<file path="src/rtl/cmd_point_stack_if.sv">
// cmd_point_stack_if: command pointer request/status bundle between sequencer and pointer block
interface cmd_point_stack_if #(
  parameter int BUS_WIDTH = 32,
  parameter int DEPTH_W   = 4
);
  logic                 en;
  logic [2:0]           opcode;
  logic [BUS_WIDTH-1:0] addr_to;
  logic [BUS_WIDTH-1:0] addr_point;
  logic                 ready;
  logic [DEPTH_W-1:0]   depth;
  logic                 fault;
  logic [1:0]           fault_code;
  modport master (
    output en, opcode, addr_to,
    input  addr_point, ready, depth, fault, fault_code
  );
  modport slave (
    input  en, opcode, addr_to,
    output addr_point, ready, depth, fault, fault_code
  );
endinterface

</file>
<file path="src/rtl/cmd_point_stack.sv">
// cmd_point_stack: command pointer with jump/relative jump, return-address stack, stall and fault state
module cmd_point_stack #(
  parameter int                   BUS_WIDTH      = 32,
  parameter logic [BUS_WIDTH-1:0] CMD_POINT_BASE = '0,
  parameter int                   STACK_DEPTH    = 8,
  parameter int                   DEPTH_W        = $clog2(STACK_DEPTH + 1)
) (
  input logic          clk,
  input logic          nreset,
  cmd_point_stack_if.slave cp
);
  localparam int IDX_W = STACK_DEPTH > 1 ? $clog2(STACK_DEPTH) : 1;
  typedef enum logic [1:0] {BOOT, RUN, FAULT} state_e;
  typedef enum logic [2:0] {NUL, JMP, SJF, CALL, SJB, RET, HOLD, RST} op_e;
  state_e               state_q, state_d;
  logic [BUS_WIDTH-1:0] ptr_q, ptr_d;
  logic [DEPTH_W-1:0]   depth_q, depth_d, top;
  logic [1:0]           code_q, code_d;
  logic                 ready_q, fault_q, push, full, empty;
  logic [BUS_WIDTH-1:0] stk_q [STACK_DEPTH];
  assign full  = depth_q == DEPTH_W'(STACK_DEPTH);
  assign empty = depth_q == '0;
  assign top   = depth_q - DEPTH_W'(1);
  always_comb begin
    state_d = state_q;
    ptr_d   = ptr_q;
    depth_d = depth_q;
    code_d  = code_q;
    push    = 1'b0;
    if (state_q == BOOT) state_d = RUN;
    else if (cp.en && state_q == RUN) begin
      case (op_e'(cp.opcode))
        NUL: ptr_d = ptr_q + BUS_WIDTH'(1);
        JMP: ptr_d = cp.addr_to;
        SJF: ptr_d = ptr_q + cp.addr_to;
        SJB: ptr_d = ptr_q - cp.addr_to;
        CALL: begin
          state_d = full ? FAULT : RUN;
          code_d  = full ? 2'b01 : code_q;
          push    = !full;
          ptr_d   = full ? ptr_q : cp.addr_to;
          depth_d = full ? depth_q : depth_q + DEPTH_W'(1);
        end
        RET: begin
          state_d = empty ? FAULT : RUN;
          code_d  = empty ? 2'b10 : code_q;
          ptr_d   = empty ? ptr_q : stk_q[top[IDX_W-1:0]];
          depth_d = empty ? depth_q : top;
        end
        RST: begin
          ptr_d   = CMD_POINT_BASE;
          depth_d = '0;
        end
        default: ;
      endcase
    end else if (cp.en && state_q == FAULT && op_e'(cp.opcode) == RST) begin
      state_d = RUN;
      ptr_d   = CMD_POINT_BASE;
      depth_d = '0;
      code_d  = 2'b00;
    end
  end
  always_ff @(posedge clk or negedge nreset) begin
    if (!nreset) begin
      state_q <= BOOT;
      ptr_q   <= CMD_POINT_BASE;
      depth_q <= '0;
      code_q  <= 2'b00;
      ready_q <= 1'b0;
      fault_q <= 1'b0;
    end else begin
      state_q <= state_d;
      ptr_q   <= ptr_d;
      depth_q <= depth_d;
      code_q  <= code_d;
      ready_q <= state_d == RUN;
      fault_q <= state_d == FAULT;
    end
  end
  // Stack storage has no reset so it can map onto LUT-RAM; depth alone defines validity.
  always_ff @(posedge clk) begin
    if (push) stk_q[depth_q[IDX_W-1:0]] <= ptr_q + BUS_WIDTH'(1);
  end
  assign cp.addr_point = ptr_q;
  assign cp.ready      = ready_q;
  assign cp.depth      = depth_q;
  assign cp.fault      = fault_q;
  assign cp.fault_code = code_q;
endmodule

</file>
<file path="src/flat_wrapper.sv">
// flat-port wrapper written by rule: the top's interface ports become plain ports
module cmd_point_stack_flat 
#(
  parameter int                   BUS_WIDTH      = 32,
  parameter logic [BUS_WIDTH-1:0] CMD_POINT_BASE = '0,
  parameter int                   STACK_DEPTH    = 8,
  parameter int                   DEPTH_W        = $clog2(STACK_DEPTH + 1)
)
  (clk, nreset, cp_en, cp_opcode, cp_addr_to, cp_addr_point, cp_ready, cp_depth, cp_fault, cp_fault_code);
  cmd_point_stack_if #(.BUS_WIDTH(BUS_WIDTH), .DEPTH_W(DEPTH_W)) cp_i ();
  input logic clk;
  input logic nreset;
  input wire logic [$bits(cp_i.en)-1:0] cp_en;
  input wire logic [$bits(cp_i.opcode)-1:0] cp_opcode;
  input wire logic [$bits(cp_i.addr_to)-1:0] cp_addr_to;
  output wire logic [$bits(cp_i.addr_point)-1:0] cp_addr_point;
  output wire logic [$bits(cp_i.ready)-1:0] cp_ready;
  output wire logic [$bits(cp_i.depth)-1:0] cp_depth;
  output wire logic [$bits(cp_i.fault)-1:0] cp_fault;
  output wire logic [$bits(cp_i.fault_code)-1:0] cp_fault_code;
  assign cp_i.en = cp_en;
  assign cp_i.opcode = cp_opcode;
  assign cp_i.addr_to = cp_addr_to;
  assign cp_addr_point = cp_i.addr_point;
  assign cp_ready = cp_i.ready;
  assign cp_depth = cp_i.depth;
  assign cp_fault = cp_i.fault;
  assign cp_fault_code = cp_i.fault_code;
  cmd_point_stack #(.BUS_WIDTH(BUS_WIDTH), .CMD_POINT_BASE(CMD_POINT_BASE), .STACK_DEPTH(STACK_DEPTH), .DEPTH_W(DEPTH_W)) u_core (.clk(clk), .nreset(nreset), .cp(cp_i));
endmodule
</file>
<file path="config.mk">
export PLATFORM = sky130hd
export DESIGN_NAME = cmd_point_stack_flat
export DESIGN_NICKNAME = d
export VERILOG_FILES = /design/src/rtl/cmd_point_stack_if.sv /design/src/rtl/cmd_point_stack.sv /design/src/flat_wrapper.sv
export SDC_FILE = /design/constraint.sdc
export NUM_CORES = 1
export LEC_CHECK = 0
export ABC_CLOCK_PERIOD_IN_PS = 6700
export CAP_MARGIN = 25
export CORE_UTILIZATION = 40
export DETAILED_ROUTE_END_ITERATION = 12
export PLACE_DENSITY = 0.55
export RECOVER_POWER = 50
export SLEW_MARGIN = 20
export SYNTH_ARGS = -nofsm -noshare
export SYNTH_HDL_FRONTEND = slang
export SYNTH_SLANG_ARGS = --single-unit
</file>
<file path="constraint.sdc">
create_clock -name clk -period 6.7 [get_ports clk]
set_clock_uncertainty 0.05 [all_clocks]
set_input_delay 1.34 -clock clk [delete_from_list [all_inputs] [get_ports clk]]
set_output_delay 1.34 -clock clk [all_outputs]
set_load 0.02 [all_outputs]
</file>
# Word level (Yosys, flattened, before mapping)
# Memory sizes are Yosys's and may differ from the RTL's.
# Cells that the tools add are included.
[word_totals] ff_bits=42 ram_bits=256 input_bits=38 output_inout_bits=40 elab_cells=68 memories=1
[memory_table] memory="u_core.stk_q" depth=8 word_bits=32 read_ports=1 rd_ports_with_merged_regs=0 wr=1 line="cmd_point_stack.sv:20" rtl="logic [BUS_WIDTH-1:0] stk_q [STACK_DEPTH];"
[op_classes] addsub=5 eq_ne=18 muxes=26 bitwise_logic=1 reduce_logical=11
[op_table] cell="$pmux W32 S7" count=1
[op_table] cell="$mux W32" count=4
[op_table] cell="$add A32 B1 Y32 const B" count=1
[op_table] cell="$add A32 B32 Y32" count=1
[op_table] cell="$sub A32 B32 Y32" count=1
[op_table] cell="$mux W2" count=9
[op_table] cell="$mux W4" count=4
[op_table] cell="$reduce_and A5 Y1" count=3
[op_table] cell="$pmux W4 S3" count=1
[op_table] cell="$eq A3 B3 Y1 const B" count=3
[op_table] cell="$ne A3 B3 Y1 const B" count=3
[op_table] cell="$ne A8 B8 Y1 const B" count=1
[op_table] cell="$pmux W2 S2" count=2
[op_table] cell="$eq A3 B2 Y1 const B" count=2
[op_table] cell="$ne A3 B2 Y1 const B" count=2
[op_table] cell="$mux W1" count=5
[op_table] cell="$add A4 B1 Y4 const B" count=1
[op_table] cell="$eq A2 B1 Y1 const B" count=2
[op_table] cell="$eq A2 B2 Y1 const B" count=2
[op_table] cell="$eq A4 B4 Y1 const B" count=1
[op_table] cell="$logic_not A4 Y1" count=1
[op_table] cell="$ne A4 B4 Y1 const B" count=1
[op_table] cell="$sub A4 B1 Y4 const B" count=1
[op_table] cell="$eq A3 B1 Y1 const B" count=1
[op_table] cell="6 further kinds" count=8

# Logic depth before layout (Yosys ltp)
[depth] depth_word=7 mapped_depth=19 mapped_depth_nobuf=18

# Worst setup path before layout
# OpenSTA, ideal clock, no wires.
[synth_timing] kind="in2reg" from="input port cp_addr_to[10]" to="register u_core.ptr_q[31], in the netlist u_core.cp.addr_point[31]" setup_ns=0.069 t_arrival_ns=5.254 required_ns=6.581 path_slack_ns=1.326 cell_stages=17 path_buffers=1 path_cell_list="or4_4 > or3_4 > or3_1 > nor2_1 > nand2_1 > o21ai_0 > xor2_1 > ha_1 > clkbuf_1 > a21o_1 > a211oi_1 > nand2_1 > o21ai_1 > o21ai_2 > a221o_1 > or4_2 > nand3_1"
[synth_between] elab_chain_cells=3 elab_cells_between_ends=4 cone_classes="add/sub (2); mux (2)"
[synth_lines] item="from (decl)" line="flat_wrapper.sv:15" rtl="input wire logic [$bits(cp_i.addr_to)-1:0] cp_addr_to;"
[synth_lines] item="$sub A32 B32 Y32 / $add A32 B32 Y32 (equally long branches)" line="cmd_point_stack.sv:36, cmd_point_stack.sv:35"
[synth_lines] item="$pmux W32 S7 *" line="cmd_point_stack.sv:32" rtl="case (op_e'(cp.opcode))"
[synth_lines] item="$mux W32 *" line="cmd_point_stack.sv:31" rtl="else if (cp.en && state_q == RUN) begin"
[synth_lines] item="to (signal assigned)" line="cmd_point_stack.sv:73" rtl="ptr_q <= ptr_d;"
[synth_lines] item="to (decl)" line="cmd_point_stack.sv:16" rtl="logic [BUS_WIDTH-1:0] ptr_q, ptr_d;"
# Mark *: on every way between the ends. The rest lies on a longest branch, timed or not.
# A chain may end at the register's enable or synchronous reset.

# Worst setup path in the final report
[layout_timing] from="input port cp_addr_to[9]" to="register u_core.ptr_q[31], in the netlist u_core.cp.addr_point[31]"
# Same word-level chain as after synthesis.

==> summary.txt <==
Route
  • WL/cell: approximately 25 um
  • Drt pass-1 iters: 5
  • Via count: 10,900
  • Via/cell ratio: ~6.0
  • Detailed-route DRC error count: 0
  • Total Wirelength: between 40 and 50 mm
  • DRT iter0 DRCs: 1,038
  • Routed Antenna Nets: 0

Placement
  • Placed Area: approximately 17,000 sq um
  • Placer Congestion: approximately 0.94
  • I/O Buffers: between 70 and 80
  • DP HPWL: slightly above 30 mm

STA
  • Final setup violation count: 0
  • Max-slew violations: 43
  • Max-Slew Margin vs Limit: -91.8%
  • Setup TNS: 0 ns
  • Fmax: between 150 and 200 MHz
  • Final hold violations: 0
  • Slew @ Worst Pin: approximately 2.9 ns
  • RSZ-0062 raised after global routing: no
  • Fin crit share: a little under nine tenths
  • Crit path time final: 5.71 ns

Floorplan
  • # rows: 71
  • Core area: 37,900 sq um
  • Die X: about 200 um
  • Die height: 199 um
  • Starting Density: between 40 and 50%
  • # IOs: 78
  • Die area: about 40,000 sq um

Yosys
  • Post-Syn Instances: approximately 1,200
  • Yosys warns: 0
  • XOR/XNOR Fraction of Synth Area: between 4 and 5%
  • FF+latch count, synth: between 200 and 300
  • Asr flop ratio synth: roughly 14%
  • Syn Nets: approximately 1,300
  • Top_reg_cell synth: edfxtp_1
  • Register area share after synthesis: a little under three fifths
  • Post-synthesis mux area share: a little under an eighth
  • Distinct cells, synth: 74
  • Adder and majority gate portion of the synthesized area: under 10%
  • Syn_area_per_cell: between 10 and 15 sq um
  • EDFF count, synth: roughly 260
  • Post-Synth Simple-Gate Area: around 8.9%
  • Largest family of logic cells by synthesized area: compound AO/OA/AOI/OAI gates
  • Mapped Area: roughly 16,000 sq um
  • Complex-gate fraction of the synthesized area: around an eighth

Layout
  • Ant diodes: 0
  • Most common cell after layout, fill and taps aside: edfxtp_1
  • Final instance area: around 18,000 sq um
  • Fill cells: approximately 3,400
  • Layout cells sized above 1: 14.0%
  • Commonest non-fill, non-tap cells in the layout: edfxtp_1 (256), nand2_1 (98), a21oi_1 (82), o21ai_0 (75), mux4_2 (64)
  • Area growth syn-to-layout: 16.8%
  • Multi-input gate area: roughly 6500 sq um
  • Reg area: 8740 sq um
  • Layout Nets: about 1,400

Setup path
  • Worst EP required: a little over 7 ns
  • CP max-delay cell: or4_4
  • Worst setup SP type: input pin
  • Worst setup EP type: flop
  • CP max stage delay: 0.57 ns
  • WS Path Type: in -> reg
  • CP Cell Sequence: clkdlybuf4s50_1 > or4_4 > or3_4 > or3_1 > nor2_1 > nand2_1 > o21ai_0 > xor2_1 > ha_1 > a21o_1 > a211oi_1 > nand2_1 > o21ai_1 > o21ai_2 > a221o_1 > or4_2 > nand3_1
  • Critical path fanouts, max: 7
  • Worst endpoint data arrival time: 6.13 ns
  • Most used cell, CP: nand2_1

Clock network
  • Post-CTS sizing: 0
  • # Post-CTS Setup Buffers: 0
  • TritonCTS clock tree: built
  • H-tree depth: 2
  • CTS Hold Bufs: 0
  • CTS Sinks: just under 300
  • CTS clk-pin slew, worst paths: roughly 0.060 ns
  • Clock Latency Late Sink: approximately 0.53 ns
  • TritonCTS Buffers: 35
  • Buffer depth of the longest clock path: 3
  • Root buf cell: clkbuf_16

Global routing
  • Pin count of the biggest net entering global routing: 48
  • Initial antenna violation count: 0
  • Overall routing resource usage: roughly 24%
  • Vias in the first global route: around 11,000
  • Grt ovf: 0
  • First-pass GRT wire length: 69.3 mm

Pwr
  • Pwr dens: between 300 and 400 nW/um^2
  • Static leakage: between 6 and 7 nW
  • Peak VDD IR: 0.161 mV

Worst hold path
  • HP Class: reg -> reg

Run status
  • Status: complete, but fails checks
  • Failing checks: max-capacitance violations, max-slew violations

Flow run
  • Max Cap Viol: 1
==> metal layers <==
metal  track usage, %  up-vias  wire length, um
met3             3.19       46             2710
met2             37.8      366            21500
met5                0        -                0
met4             5.58        0              766
met1             35.2     5574            21400
li1                 -     4888                -
==> cell usage after synthesis (all sizes together), types with 19 or more instances <==
| master | count | area share, % |
|---|---|---|
| a21o | 23 | 1.1 |
| a21oi | 82 | 2.6 |
| buf | 22 | 0.64 |
| clkbuf | 45 | 1.2 |
| dfrtp | 42 | 6.8 |
| edfxtp | 256 | 50 |
| ha | 35 | 2.8 |
| inv | 23 | 0.56 |
| mux2i | 33 | 2.1 |
| mux4 | 64 | 9.3 |
| nand2 | 98 | 2.4 |
| nand3 | 35 | 1.2 |
| nor2 | 65 | 1.6 |
| o211ai | 19 | 0.92 |
| o21ai | 79 | 2.6 |
| o31ai | 19 | 0.92 |
| xnor2 | 49 | 2.8 |
| xor2 | 37 | 2.1 |
==> power by group <==
part           switching, mW  leakage (nW)  total, mW  internal (mW)
combinational           1.01          3.06       1.74          0.730
clock                  0.785         0.559       1.87           1.09
sequential             0.188          2.88       2.41           2.22
total                   1.98          6.49       6.02           4.04
==> registers in the layout, summed over array words and instances (netlist names) <==
name                  count
u_core.cp.addr_point     32
u_core.cp.depth           4
u_core.cp.fault           1
u_core.cp.fault_code      2
u_core.cp.ready           1
u_core.state_q            2
u_core.stk_q            256
==> worst max-delay path: cells and delay by family <==
kind,cells,cell delay [ns]
AND/OR/NAND/NOR,8,2.38
AO/OA/AOI/OAI,6,1.42
adder cells (fa/ha/maj),1,0.33
buffers and inverters,1,0.49
XOR/XNOR,1,0.17
==> kinds of logic (layout without fill, tap and decap cells) <==
group / after synthesis / in the layout
simple gates: 283 / 283
compound gates: 312 / 312
fa+ha+maj: 36 / 36
flops: 298 / 298
buf+inv: 91 / 196
xor+xnor: 86 / 86
mux: 101 / 101
==> per-stage QoR <==
stage | util (%) | power, mW | hold WS, ns | cells | setup slack [ns]
5_1_grt | 47.8 | 6.31 | 0.515 | 1823 | 0.717
4_1_cts | 47.8 | 6.10 | 0.472 | 1823 | 1.04
6_report | 47.8 | 6.02 | 0.471 | 1823 | 0.989
2_1_floorplan | - | 3.59 | 0.500 | 1207 | 1.33
3_5_place_dp | 44.9 | 4.22 | 0.458 | 1759 | 0.491
3_3_place_gp | 44.9 | 4.20 | 0.466 | 1759 | 0.567
==> final cells by class <==
type | instances | share of cell area (%)
Tap cell | 511 | 3.53
Timing Repair Buffer | 108 | 5.68
Clock buffer | 38 | 4.89
Clock inverter | 26 | 1.36
Sequential cell | 298 | 48.2
Multi-Input combinational cell | 818 | 35.8
Inverter | 24 | 0.497
==> path summary, 6_finish.rpt <==
check | startpoint | end | slack (ns) | depth (start not counted)
max | cp_addr_to[9] | u_core.cp.addr_point[31] | 0.99 | 17
min | u_core.cp.fault_code[0] | u_core.cp.fault_code[0] | 0.47 | 2
max reg2reg | u_core.cp.depth[0] | u_core.cp.addr_point[31] | 3.02 | 11
min reg2reg | u_core.cp.fault_code[0] | u_core.cp.fault_code[0] | 0.47 | 2
max in group asynchronous | nreset | u_core.cp.depth[0] | 2.80 | 2
min in group asynchronous | nreset | u_core.cp.addr_point[30] | 1.78 | 2
Power figures use the tool's default switching activity.
==> variant 1: new RTL, config.mk and constraints unchanged <==
Make the reset (`nreset`) synchronous in one clocked block.
--- a/src/rtl/cmd_point_stack.sv
+++ b/src/rtl/cmd_point_stack.sv
@@ -60,7 +60,7 @@
       code_d  = 2'b00;
     end
   end
-  always_ff @(posedge clk or negedge nreset) begin
+  always_ff @(posedge clk) begin
     if (!nreset) begin
       state_q <= BOOT;
       ptr_q   <= CMD_POINT_BASE;
Formal check against the unedited RTL: differs if nreset is asserted again (counterexample within 4 cycles, from zero or initial values and one cycle with nreset low); with nreset held inactive, the same outputs for 4 cycles.
==> variant 1 against the unedited design <==
The run still ends with max-capacitance violations, max-slew violations left. Area after synthesis fell by 3.6%. Die area is 3.6% lower. Sequential share of layout area up 0.77 points. Via count down 5.7%. Register-to-register slack got worse by 1.2 ns. Final area decreased by 3.9%. Sequential cell count unchanged. First-iteration DRC count is 16% lower. Routed wire length fell by 8.2%. Worst setup slack worse by 0.078 ns. Non-clock buffer count shrank 2. Critical path type unchanged. Critical endpoint is now u_core.cp.addr_point[6]. Largest cell class unchanged.
Power is not compared: it rests on default switching activity, and its combinational part moved more than twofold at a synthesized area within 25%.
==> variant 1: results (changes against the unedited design) <==
- Vias in the first global route: 10.0k (-5.9%)
- Gpl congestion: 0.921 (-1.6%)
- Reg2Reg Setup Slack: 1.87 ns (-1.15 ns)
- Largest net degree at the start of global routing: 46 (-4.2%)
- Leading post-synthesis cells by cell area: edfxtp_1 51%, mux4_2 9.6%, dfxtp_1 5.6%, a21oi_1 3.6%, xnor2_1 3.0%
- Sequential-to-total area share from yosys stat: 57.0% (+0.70 points)
- GRT Resource Usage Total: 22.5% (-1.5 points)
- Max Slew Vio Count: 35 (-19%)
- Met2 WL post-DR: 18400 um (-14%)
- Number of buffers created by CTS: 34 (-2.9%)
- Worst r2r src: u_core.cp.depth[0]
- Hold Startpoint: u_core.cp.fault_code[1]
- CP Max Fanout: 34 (+27)
- Metal-1 WL: 20400 um (-4.4%)
- Critical path's slowest cell: clkbuf_1
- Worst r2r dst: u_core.cp.addr_point[6]
- Top delay family on crit path: buffers and inverters
- Pre-CTS worst setup slack: 0.788 ns (+0.297 ns)
- Wire length of the first global-routing pass: 63900 um (-7.8%)
- Port Buf Inserts: 77 (unchanged)
- Met3 Routed Length: 2430 um (-10%)
- First-iteration detailed-routing DRC count: 869 (-16%)
- Unique masters post-synth: 83 (+12%)
- CP max stage delay: 1.63 ns (+1.06 ns)
- Layout cells sized above 1: 13.9% (-0.14 points)
- Finished Layout Cells: 1728 (-5.2%)
- Crit path from: cp_opcode[2]
- Slew of the pin with the lowest slew margin: 2.30 ns (-0.572 ns)
- Max-cap violations: 1 (unchanged)
- Max FFs per register: 256 (unchanged)
- Worst reg-to-reg path cell count: 10 (-1)
- Number of synthesized flops with an enable pin: 256 (unchanged)
- Synthesized instance count: 1153 (-4.5%)
- Setup repair bufs after CTS: 0 (unchanged)
- Vias per cell: 5.93 (-0.54%)
- Worst Hold Path EP: u_core.cp.fault_code[1]
- Post-DP HPWL: 29100 um (-4.0%)
- WP data arrival: 6.16 ns (+0.03 ns)
- CTS resizes: 0 (unchanged)
- Result of the run: finished with violations
- Fillers: 3173 (-6.5%)
- Fin nets: 1314 (-3.3%)
- Drt total wl: 42500 um (-8.2%)
- Post-synth top cells: 256 x edfxtp_1, 107 x a21oi_1, 87 x nand2_1
- Failing checks: max-capacitance violations, max-slew violations
==> variant 1: cell types whose count changed after synthesis, sizes merged, moves of 8 or more <==
cell and delta:
dfxtp +42, a221o +11, a21oi +26, nand3 -8, buf +8, o211ai -8
o21ai -8, nand2 -10, clkbuf -20, dfrtp -42, a22oi +16, o22ai -9
mux2i -30
==> variant 1: worst min-delay path: stages, from the launching register on <==
cell      delay, ns
dfxtp_1        0.31
nand2b_1       0.06
a21oi_1        0.05
==> variant 1: area by class of cell <==
type | instances | area, um^2 | area share, %
Clock buffer | 41 | 877 | 5.03
Clock inverter | 15 | 200 | 1.15
Inverter | 22 | 82.6 | 0.474
Multi-Input combinational cell | 778 | 6170 | 35.4
Sequential cell | 298 | 8530 | 49.0
Tap cell | 468 | 586 | 3.36
Timing Repair Buffer | 106 | 981 | 5.63
==> variant 1: cells by family after synthesis <==
| group | count (synthesis) | share of synthesized area, % |
|---|---|---|
| flip-flops | 298 | 57.0 |
| AO/OA/AOI/OAI | 313 | 13.6 |
| multiplexers | 68 | 9.91 |
| adder cells (fa/ha/maj) | 36 | 3.06 |
| buffers and inverters | 77 | 2.24 |
| AND/OR/NAND/NOR | 278 | 9.36 |
| XOR/XNOR | 83 | 4.86 |
==> variant 1: per-layer routing <==
metal,vias to the layer above,global-route usage [%]
met4,0,7.41
li1,4687,-
met2,330,33.1
met3,65,3.09
met1,5170,34.2
met5,-,0
==> variant 1: power breakdown <==
group	internal (mW)	switching, mW	total [mW]
Combinational	0.175	0.291	0.467
Sequential	2.03	0.0296	2.06
Clock	1.06	0.748	1.81
Total	3.26	1.07	4.33
==> variant 1: worst max-delay path by stage <==
stage / endpoint / depth (start not counted) / slack (ns)
floorplan: u_core.stk_q[0][0] / 6 / 1.64
global placement: u_core.cp.addr_point[30] / 15 / 0.81
detailed placement: u_core.cp.addr_point[30] / 15 / 0.79
CTS: u_core.cp.addr_point[30] / 15 / 1.31
global route: u_core.cp.addr_point[2] / 11 / 0.66
finish: u_core.cp.addr_point[6] / 11 / 0.91
==> variant 1: stage by stage <==
step	hold slack, ns	instance area, um^2
2_1_floorplan	0.464	15000
3_3_place_gp	0.412	16400
3_5_place_dp	0.413	16400
4_1_cts	0.427	17400
5_1_grt	0.450	17400
6_report	0.422	17400
==> variant 2: new RTL, config.mk and constraints unchanged <==
Made on the original files. `STACK_DEPTH` is set to 8 in 2 places; all go to 4.
--- a/src/rtl/cmd_point_stack.sv
+++ b/src/rtl/cmd_point_stack.sv
@@ -2,7 +2,7 @@
 module cmd_point_stack #(
   parameter int                   BUS_WIDTH      = 32,
   parameter logic [BUS_WIDTH-1:0] CMD_POINT_BASE = '0,
-  parameter int                   STACK_DEPTH    = 8,
+  parameter int                   STACK_DEPTH    = 4,
   parameter int                   DEPTH_W        = $clog2(STACK_DEPTH + 1)
 ) (
   input logic          clk,
--- a/src/flat_wrapper.sv
+++ b/src/flat_wrapper.sv
@@ -3,7 +3,7 @@
 #(
   parameter int                   BUS_WIDTH      = 32,
   parameter logic [BUS_WIDTH-1:0] CMD_POINT_BASE = '0,
-  parameter int                   STACK_DEPTH    = 8,
+  parameter int                   STACK_DEPTH    = 4,
   parameter int                   DEPTH_W        = $clog2(STACK_DEPTH + 1)
 )
   (clk, nreset, cp_en, cp_opcode, cp_addr_to, cp_addr_point, cp_ready, cp_depth, cp_fault, cp_fault_code);
Interface: changed (resized cp_depth); port bits go from 78 to 77. No check against the original RTL was run, so the function may have changed too.
==> variant 2 against the unedited design <==
Maximum frequency fell by 0.65%. Sequential power fell by 32%. The flow still finishes with violations (max-capacitance violations, max-slew violations). Cell count down 24%. Global-route usage rose by 0.31 points. Register-to-register slack worse by 0.13 ns. Routed wire length shrank 33%. Worst setup slack worse by 0.037 ns. Combinational power up 28%. Sequential cell count fell by 129. Clock power is 47% lower. Area after synthesis down 34%. Sequential share of layout area fell by 7.7 points. Final area shrank 34%. Total power shrank 20%.
==> variant 2: results (changes against the unedited design) <==
- Area after DPL: 0.0114 mm^2 (-33%)
- Relative slew slack: -81.2% (+11 points)
- Peak supply drop: 192 uV (+20%)
- Initial antenna violation count: 0 (unchanged)
- Worst-Skew Late Latency: 0.44 ns (-0.09 ns)
- Root Buffer: clkbuf_16
- Number of buffers created by CTS: 17 (-51%)
- Fin nets: 1113 (-18%)
- GRT Resource Usage Total: 24.4% (+0.31 points)
- WP data arrival: 6.07 ns (-0.06 ns)
- Pre-CTS worst setup slack: 0.604 ns (+0.112 ns)
- Number of synthesized flops with an enable pin: 128 (-50%)
- Detailed-route via count: 8247 (-24%)
- Diodes inserted: 0 (unchanged)
- CP Max Fanout: 6 (-1)
- Max Root-Sink Buffers: 2 (-1)
- First-iteration detailed-routing DRC count: 670 (-35%)
- Max-cap violations: 2 (+1)
- Port Buf Inserts: 76 (-1.3%)
- Asr flop ratio synth: 24.3% (+10 points)
- Post-synth top cells: 128 x edfxtp_1, 116 x nand2_1, 61 x nor2_1
- Unique masters post-synth: 67 (-9.5%)
- Vias in the first global route: 8302 (-22%)
- Max FFs per register: 128 (-50%)
- Wire length of the first global-routing pass: 48300 um (-30%)
- H-tree levels: 4 (+2)
- DRT Pass-1 Iters: 5 (unchanged)
- Setup repair bufs after CTS: 0 (unchanged)
- Layout cells sized above 1: 9.26% (-4.8 points)
- Ys flop type: edfxtp_1
- CTS resizes: 0 (unchanged)
- Clock transition at path regs: 0.08 ns (+0.02 ns)
- Result of the run: finished with violations
- Worst min path class: flip-flop to flip-flop
- Leading post-synthesis cells by cell area: edfxtp_1 37%, dfrtp_1 10%, mux4_2 7.0%, ha_1 4.7%, xnor2_1 4.7%
- Post-DP HPWL: 21000 um (-31%)
- Leak pwr: 4.31 nW (-34%)
- Drt total wl: 31000 um (-33%)
- Fillers: 2355 (-31%)
- Syn nets: 1048 (-18%)
- Gpl congestion: 0.920 (-1.7%)
- Max Slew Vio Count: 81 (+88%)
- Largest net degree at the start of global routing: 59 (+23%)
- Sequential-to-total area share from yosys stat: 47.3% (-9.0 points)
- Synthesis warning total: 0 (unchanged)
- Failing checks: max-capacitance violations, max-slew violations
variant 2: cell count changes in the layout (fill, tap and decap cells not counted), moves of 18 or more:
cell	before	now
edfxtp_1	256	128
mux4_2	64	32
a21oi_1	82	53
mux2i_1	33	4
a211oi_1	10	33
clkbuf_16	35	17
nand2_1	98	116
variant 2: area by class of cell:
class	count	share of cell area, %
clock buffers	18	3.57
clock inverters	14	1.27
inverters	28	0.874
multi-input cells	724	42.8
flip-flops and latches	169	40.5
well taps	330	3.43
repair buffers	95	7.54
variant 2: final timing paths:
kind,startpoint,end,slack (ns),cells past startpoint
max,cp_addr_to[6],u_core.cp.addr_point[29],0.95,17
min,u_core.cp.fault_code[0],u_core.cp.fault_code[0],0.46,2
max reg2reg,u_core.cp.addr_point[0],u_core.cp.addr_point[30],2.89,11
min reg2reg,u_core.cp.fault_code[0],u_core.cp.fault_code[0],0.46,2
max in group asynchronous,nreset,u_core.cp.depth[0],3.06,2
min in group asynchronous,nreset,u_core.cp.depth[1],1.82,2
variant 2: stage by stage:
step                      util, %  power, mW  std cells
after floorplan                 -       3.12        970
after global placement       45.3       3.89       1344
after detailed placement     45.3       3.90       1344
after CTS                    47.6       4.90       1376
after global routing         47.7       5.12       1378
final                        47.7       4.84       1378
variant 2: cell families (layout without fill, tap and decap cells):
logic type      Yosys count  after routing  share of synthesized area [%]
compound gates          263            263                           16.8
fa+ha+maj                40             40                           4.93
flops                   169            169                           47.3
mux                      37             37                           7.50
simple gates            306            306                           14.0
buf+inv                  77            155                           2.84
xor+xnor                 78             78                           6.64
variant 2: power breakdown:
| part | internal, mW | total [mW] | switching [mW] | leakage, nW |
|---|---|---|---|---|
| clock network | 0.500 | 0.988 | 0.488 | 0.285 |
| registers | 1.38 | 1.63 | 0.253 | 1.67 |
| logic | 0.917 | 2.22 | 1.30 | 2.35 |
| total | 2.80 | 4.84 | 2.05 | 4.31 |
variant 2: routing by layer:
metal | vias up | track usage, % | wire length, um
li1 | 3845 | - | -
met1 | 4145 | 33.8 | 14400
met2 | 221 | 39.9 | 14800
met3 | 36 | 3.11 | 1150
met4 | 0 | 6.95 | 659
met5 | - | 0 | 0
variant 2: worst max-delay path, stage by stage:
cell and delay [ns]:
clkdlybuf4s50_1 0.49, nor3_1 0.34, nand2_1 0.12, nor3_1 0.20, nand2_1 0.21, nor3_1 0.40
a21oi_1 0.14, xnor2_1 0.17, ha_1 0.37, a21oi_2 0.23, or3b_1 0.37, a221o_1 0.35
a22o_1 0.22, a311oi_4 0.37, a31oi_1 0.16, or4b_1 0.49, nand4_1 0.11
